==> src/rtl/mips_pkg.sv <==
// Shared MIPS front-end constants: word width, NOP encoding and sequential PC step.
// Latency: n/a (constants only).
// Backpressure: n/a.
package mips_pkg;

    localparam int          MIPS_WORD_W = 32;
    localparam logic [31:0] NOP_INSTR   = 32'h0000_0000;
    localparam int          PC_STEP     = 4;

endpackage : mips_pkg

==> src/rtl/fetch_queue.sv <==
// Instruction fetch queue between the memory port and decode, with a sticky PC-continuity checker.
// Latency: a pushed word reaches dec_* one cycle after its push; no flow-through when empty.
// Backpressure: mem_ready = not full, from registered occupancy only (a full queue refuses a push even on a same-cycle pop).
//
// Ports:
//   clk, reset             single clock, synchronous active-high reset
//   mem_valid/mem_ready    fetch handshake carrying mem_pc, mem_instr
//   dec_valid/dec_ready    decode handshake carrying dec_pc, dec_instr (NOP/0 when empty)
//   flush                  drop all entries and forget the expected PC
//   count                  current occupancy
//   seq_err                sticky flag: an accepted PC broke the sequential stream
module fetch_queue
    import mips_pkg::*;
#(
    parameter int DEPTH  = 4,
    parameter int WORD_W = MIPS_WORD_W
) (
    input  logic                    clk,
    input  logic                    reset,
    input  logic                    mem_valid,
    input  logic [WORD_W-1:0]       mem_pc,
    input  logic [WORD_W-1:0]       mem_instr,
    output logic                    mem_ready,
    output logic                    dec_valid,
    output logic [WORD_W-1:0]       dec_instr,
    output logic [WORD_W-1:0]       dec_pc,
    input  logic                    dec_ready,
    input  logic                    flush,
    output logic [$clog2(DEPTH):0]  count,
    output logic                    seq_err
);

    localparam int            AW       = $clog2(DEPTH);
    localparam logic [AW:0]   FULL_CNT = (AW+1)'(DEPTH);

    logic [WORD_W-1:0] pc_mem    [DEPTH];
    logic [WORD_W-1:0] instr_mem [DEPTH];
    logic [AW-1:0]     head;
    logic [AW-1:0]     tail;
    logic [WORD_W-1:0] exp_pc;
    logic              exp_pc_vld;
    logic              push;
    logic              pop;

    assign mem_ready = (count != FULL_CNT);
    assign dec_valid = (count != '0);

    // Flush wins over both handshakes in its cycle.
    assign push = mem_valid && mem_ready && !flush;
    assign pop  = dec_valid && dec_ready && !flush;

    assign dec_instr = dec_valid ? instr_mem[head] : WORD_W'(NOP_INSTR);
    assign dec_pc    = dec_valid ? pc_mem[head]    : '0;

    // Entry storage carries no reset; contents only matter while counted valid.
    always_ff @(posedge clk) begin
        if (push) begin
            pc_mem[tail]    <= mem_pc;
            instr_mem[tail] <= mem_instr;
        end
    end

    always_ff @(posedge clk) begin
        if (reset || flush) begin
            head  <= '0;
            tail  <= '0;
            count <= '0;
        end else begin
            // Power-of-two depth: pointer overflow is the modulo wrap.
            if (push) tail <= tail + 1'b1;
            if (pop)  head <= head + 1'b1;
            case ({push, pop})
                2'b10:   count <= count + 1'b1;
                2'b01:   count <= count - 1'b1;
                default: count <= count;
            endcase
        end
    end

    // Continuity checker: the first push after reset/flush only seeds exp_pc.
    always_ff @(posedge clk) begin
        if (reset || flush) begin
            exp_pc     <= '0;
            exp_pc_vld <= 1'b0;
            seq_err    <= 1'b0;
        end else if (push) begin
            exp_pc     <= mem_pc + WORD_W'(PC_STEP);
            exp_pc_vld <= 1'b1;
            if (exp_pc_vld && (mem_pc != exp_pc)) seq_err <= 1'b1;
        end
    end

endmodule : fetch_queue

==> config.mk <==
export PLATFORM = sky130hd
export DESIGN_NAME = fetch_queue
export DESIGN_NICKNAME = d
export VERILOG_FILES = /design/src/rtl/mips_pkg.sv /design/src/rtl/fetch_queue.sv
export SDC_FILE = /design/constraint.sdc
export NUM_CORES = 1
export LEC_CHECK = 0
export CAP_MARGIN = 20
export CORE_MARGIN = 1
export CORE_UTILIZATION = 50
export CTS_CLUSTER_DIAMETER = 150
export DETAILED_ROUTE_END_ITERATION = 7
export MAX_ROUTING_LAYER = met4
export PLACE_DENSITY = 0.77
export SYNTH_ARGS = -nofsm -noshare
export SYNTH_HDL_FRONTEND = slang
export SYNTH_SLANG_ARGS = --single-unit
==> constraint.sdc <==
create_clock -name clk -period 2.94 [get_ports clk]
set_input_delay 0.294 -clock clk [delete_from_list [all_inputs] [get_ports clk]]
set_output_delay 0.294 -clock clk [all_outputs]
set_load 0.02 [all_outputs]
=== Word-level counts from Yosys, hierarchy flattened ===
Memory sizes are Yosys's and may differ from the RTL's. A register that Yosys moved wholly into a read port is not among the register bits.
Index checks and enable logic that the tools add are counted.
W data, S select, Z words.

* Logic and storage cells: 36
* Flip-flop bits (word level): 41
* Bits in writable memories: 256
* Memories kept: 2

{| class="wikitable"
|+ Memory list
! name !! depth !! bits a word !! rd ports !! clocked after Yosys merged registers in !! wr ports !! line !! text
|-
| instr_mem || 4 || 32 || 1 || 1 || 1 || fetch_queue.sv:37 || <nowiki>logic [WORD_W-1:0] instr_mem [DEPTH];</nowiki>
|-
| pc_mem || 4 || 32 || 1 || 1 || 1 || fetch_queue.sv:36 || <nowiki>logic [WORD_W-1:0] pc_mem [DEPTH];</nowiki>
|}

* Equal/unequal tests: 4
* Reductions and logical operators: 10
* $add $sub $neg: 5
* Muxes and demuxes: 9

{| class="wikitable"
|+ Operator list
! kind !! count
|-
| $mux W32 || 2
|-
| $add A32 B3 Y32 const B || 1
|-
| $ne A32 B32 Y1 || 1
|-
| $mux W2 || 4
|-
| $pmux W3 S2 || 1
|-
| $logic_and A1 B1 Y1 || 5
|-
| $add A2 B1 Y2 const B || 2
|-
| $add A3 B1 Y3 const B || 1
|-
| $ne A3 B3 Y1 const B || 1
|-
| $reduce_bool A3 Y1 || 1
|-
| $sub A3 B1 Y3 const B || 1
|-
| $eq A2 B1 Y1 const B || 1
|-
| $eq A2 B2 Y1 const B || 1
|-
| $mux W1 || 2
|-
| $reduce_and A2 Y1 || 1
|-
| $reduce_bool A2 Y1 || 1
|-
| $logic_not A1 Y1 || 1
|-
| $logic_or A1 B1 Y1 || 1
|}

=== Longest topological paths before layout ===
* Word-level depth: 5
* Mapped depth: 11
* Depth with buffers taken out: 11

=== Least setup slack after synthesis ===
No wires, ideal clock.

* Kind: flip-flop to flip-flop
* From: reg count[0]
* To: mem instr_mem[1][0] in the netlist's numbering (enable)
* Clock period less this slack: 3377 ps
* Arrival: 2948 ps
* Cell stages (with the launch flop): 6
* Data required time: 2511 ps
* Setup slack: -437 ps
* Path through: dfxtp_1 > inv_1 > nand3_1 > nand2_1 > nor2_1 > and2_1

* Cells in the longest elaborated chain, start to end: 5

{| class="wikitable"
|+ RTL lines
! element !! line !! text
|-
| start: declaration || fetch_queue.sv:29 || <nowiki>output logic [$clog2(DEPTH):0] count,</nowiki>
|-
| start signal: assignment || fetch_queue.sv:73 || <nowiki>2'b10: count <= count + 1'b1;</nowiki>
|-
| start signal: assignment || fetch_queue.sv:74 || <nowiki>2'b01: count <= count - 1'b1;</nowiki>
|-
| start signal: assignment || fetch_queue.sv:75 || <nowiki>default: count <= count;</nowiki>
|-
| $ne A3 B3 Y1 || fetch_queue.sv:45 || <nowiki>assign mem_ready = (count != FULL_CNT);</nowiki>
|-
| net mem_ready || fetch_queue.sv:23 || <nowiki>output logic mem_ready,</nowiki>
|-
| $logic_and A1 B1 Y1 (2 in series) || fetch_queue.sv:49 || <nowiki>assign push = mem_valid && mem_ready && !flush;</nowiki>
|-
| $mux W1 || fetch_queue.sv:57 || <nowiki>if (push) begin</nowiki>
|-
| $mux W1 (not written as such) || fetch_queue.sv:59 || <nowiki>instr_mem[tail] <= mem_instr;</nowiki>
|-
| end: declaration || fetch_queue.sv:37 ||
|}

The timed path passes the listed nets, and every way through them passes these cells.

==> impl_results.md <==
* Synth area leaders: edfxtp_1, mux4_2, dfxtp_1
* Max clock buf depth at 3
* Syn_area_per_cell at approximately 17 um^2
* Drc violations at 0
* Hold Crit Class: input pin to flip-flop
* CP Capture Type: output pin
* GRT overflow at 0
* GPL Wtd Cong at ~0.81
* Outcome: finished clean
* Total wire length at about 25000 um
* Design area at 15200 um^2
* Vias per inst at 5.57
* Synth warnings at 0
* Number of distinct library cells after synthesis at 33
* Worst skew pair latency at 0.54 ns
* Reg2reg path depth at 8
* I/O pins at between 100 and 150
* Commonest non-fill, non-tap cell in the layout: edfxtp_1
* Nets at between 900 and 1000
* Crit share post-route at a little over nine tenths
* R2r setup slk at 0.60 ns
* Unrepaired setup endpoints after global routing: no
* Hold Vio Cnt, Final at 0
* Die Wd at roughly 160 um
* Dpl cells at approximately 1100
* Post-synthesis sequential area ratio at a little under three quarters
* Diode count at 0
* CTS tree: built
* Post-layout min period at 2.77 ns
* Largest net degree at the start of global routing at between 50 and 60
* Synthesis-stage register bit count at 299
* Hold Buf Count CTS at 0
* Site Rows at between 50 and 60
* Setup ws final at ~0.17 ns
* WP data arrival at 2.47 ns
* Crit Path Max Fanout at 9
* Main flop type after synthesis: edfxtp_1
* Global-route wire length before repair at 38100 um
* Setup TNS at 0 ns
* Synth area leader: edfxtp_1
* Initial antenna violation count at 0
* Clk sink count at roughly 300
* Crit Path Category: flip-flop to output pin
* Total core area at 23500 um^2
* Endpoints failing setup at 0
* Cell Count, Final, Fillers Out at around 1200
* Power Density at around 620 nW/um^2
* Yosys top cell area share at ~64%
* Ys async rst share at 0%
* CTS Buf Count at 29
* Startpoint Class: flip-flop
* Commonest non-fill, non-tap cells in the layout: edfxtp_1, clkdlybuf4s50_1, and2_1, mux4_2, xor2_1
* Root Driver: clkbuf_16
* Fmax at roughly 0.36 GHz
* Worst VDD drop at 0.386 mV
* Capturing point of the worst reg2reg path: count[2]$_SDFFE_PP0P_
* WP data required at between 2 and 3 ns
* Hold path depth at 1
* Synth-to-Final Area Change at 26.0%
* Relative slew slack at 64.9%
* Initial Utilization at between 50% and 60%
* Post-Place Cell Area at 14100 um^2
* Pre-antenna DRT Iters at 5
* Synth Instances at between 600 and 700
* Max-slew violations at 0
* Total power at approximately 9500 uW
* Least-Margin Pin Slew at 0.527 ns
* H-tree levels at 1
* Clock slew seen by the registers of the worst setup and hold paths at approximately 0.060 ns
* Die Span Y at about 160 um
* Total track usage at 21.3%
* Post-DP HPWL at 15800 um
* Routed vias at between 6000 and 7000
* Die area at 24800 um^2
* P_leak at around 0.0050 uW
* Post-synth EDFFs at between 200 and 300
* Vias in the first global route at 6750
* Setup Slack @ Placement at 0.460 ns
* Per-cell routed wire length at roughly 21 um
* # port buffers at about 140
* RR Startpoint: count[0]$_SDFFE_PP0P_
* Mapped cell area at about 12000 um^2
* DRT iter0 DRCs at just under 500
* Mapped Nets at roughly 770
* Routed Antenna Nets at 0
* Layout cells sized above 1 at 17.2%
* Clock Skew at 0.00877 ns
* CP endpoint: dec_pc[20]
* Max Cap Viol at 0
## metrics by stage
step           util (%)  hold WS [ns]
2_1_floorplan         -         0.389
5_1_grt            64.6         0.380
6_report           64.6         0.386
3_3_place_gp       59.8         0.442
4_1_cts            64.6         0.365
3_5_place_dp       59.8         0.451
## worst max-delay path: stages (launching register included)
cell and delay, ns:
dfxtp_4 0.44, buf_4 0.26, mux4_2 0.53, and2_1 0.17, clkdlybuf4s50_1 0.53
## state kept, by name, summed over array words and instances (netlist names), named ones only
signal      count
instr_mem     128
pc_mem        128
exp_pc         32
count           3
head            2
tail            2
exp_pc_vld      1
seq_err         1
## how the worst min path moves through the flow
stage                                 start                         to  slack, ns
global placement    exp_pc_vld$_SDFFE_PP0P_       seq_err$_SDFFE_PP0P_       0.44
finish                         mem_instr[9]  instr_mem[1][9]$_DFFE_PP_       0.39
floorplan                         mem_pc[2]     exp_pc[2]$_SDFFE_PP0P_       0.39
global route                   mem_instr[2]  instr_mem[3][2]$_DFFE_PP_       0.38
CTS                            mem_instr[9]  instr_mem[2][9]$_DFFE_PP_       0.37
detailed placement  exp_pc_vld$_SDFFE_PP0P_       seq_err$_SDFFE_PP0P_       0.45
## routing by layer
metal	GRT usage [%]	share of wire (%)	vias to the layer above	routed length (um)
li1	-	-	3022	-
met1	29.0	42	3394	10400
met2	33.9	49	239	12200
met3	3.22	7.0	36	1740
met4	5.46	1.8	0	437
met5	-	0	-	0
## logic make-up (layout without fill, tap and decap cells)
| logic type | count (synthesis) | count (layout) | synth area share [%] |
|---|---|---|---|
| and+or+nand+nor | 164 | 164 | 7.75 |
| muxes | 64 | 64 | 11.9 |
| DFF | 299 | 299 | 70.9 |
| buffers and inverters | 41 | 228 | 1.41 |
| xor gates and xnor gates | 65 | 65 | 4.72 |
| adders and majority gates | 7 | 7 | 0.788 |
| AOI/OAI and AO/OA | 56 | 56 | 2.52 |
## synth_stat cells, types with 2 or more instances
library cell	number
xnor2_1	13
o21ai_0	22
and4_1	3
or3_1	2
ha_1	6
buf_1	3
nand3_1	13
and2_1	72
nor2_1	23
edfxtp_1	256
inv_1	7
a21oi_1	25
nor4_1	10
buf_2	10
nand4_1	7
nand2_1	21
and3_1	4
a211oi_1	8
clkbuf_1	20
xor2_1	52
mux4_2	64
dfxtp_1	43
and4_4	2
## power breakdown
group          switching, uW  internal (uW)  total [uW]
Combinational            285            250         535
Sequential              27.9           4680        4710
Clock                   1550           2680        4230
Total                   1860           7620        9470
## cell type report
type                            instances  area (um^2)
Clock buffer                           32          737
Clock inverter                         22          365
Fill cell                            1661         8340
Inverter                                7         26.3
Multi-Input combinational cell        356         3360
Sequential cell                       299         8560
Tap cell                              319          399
Timing Repair Buffer                  167         1760
## timing repair
| action | CTS | global route |
|---|---|---|
| setup buffers | 4 | 0 |
| gates resized for setup | 1 | 0 |
| setup endpoints to repair | 45 | 0 |
Power figures use the tool's default switching activity.
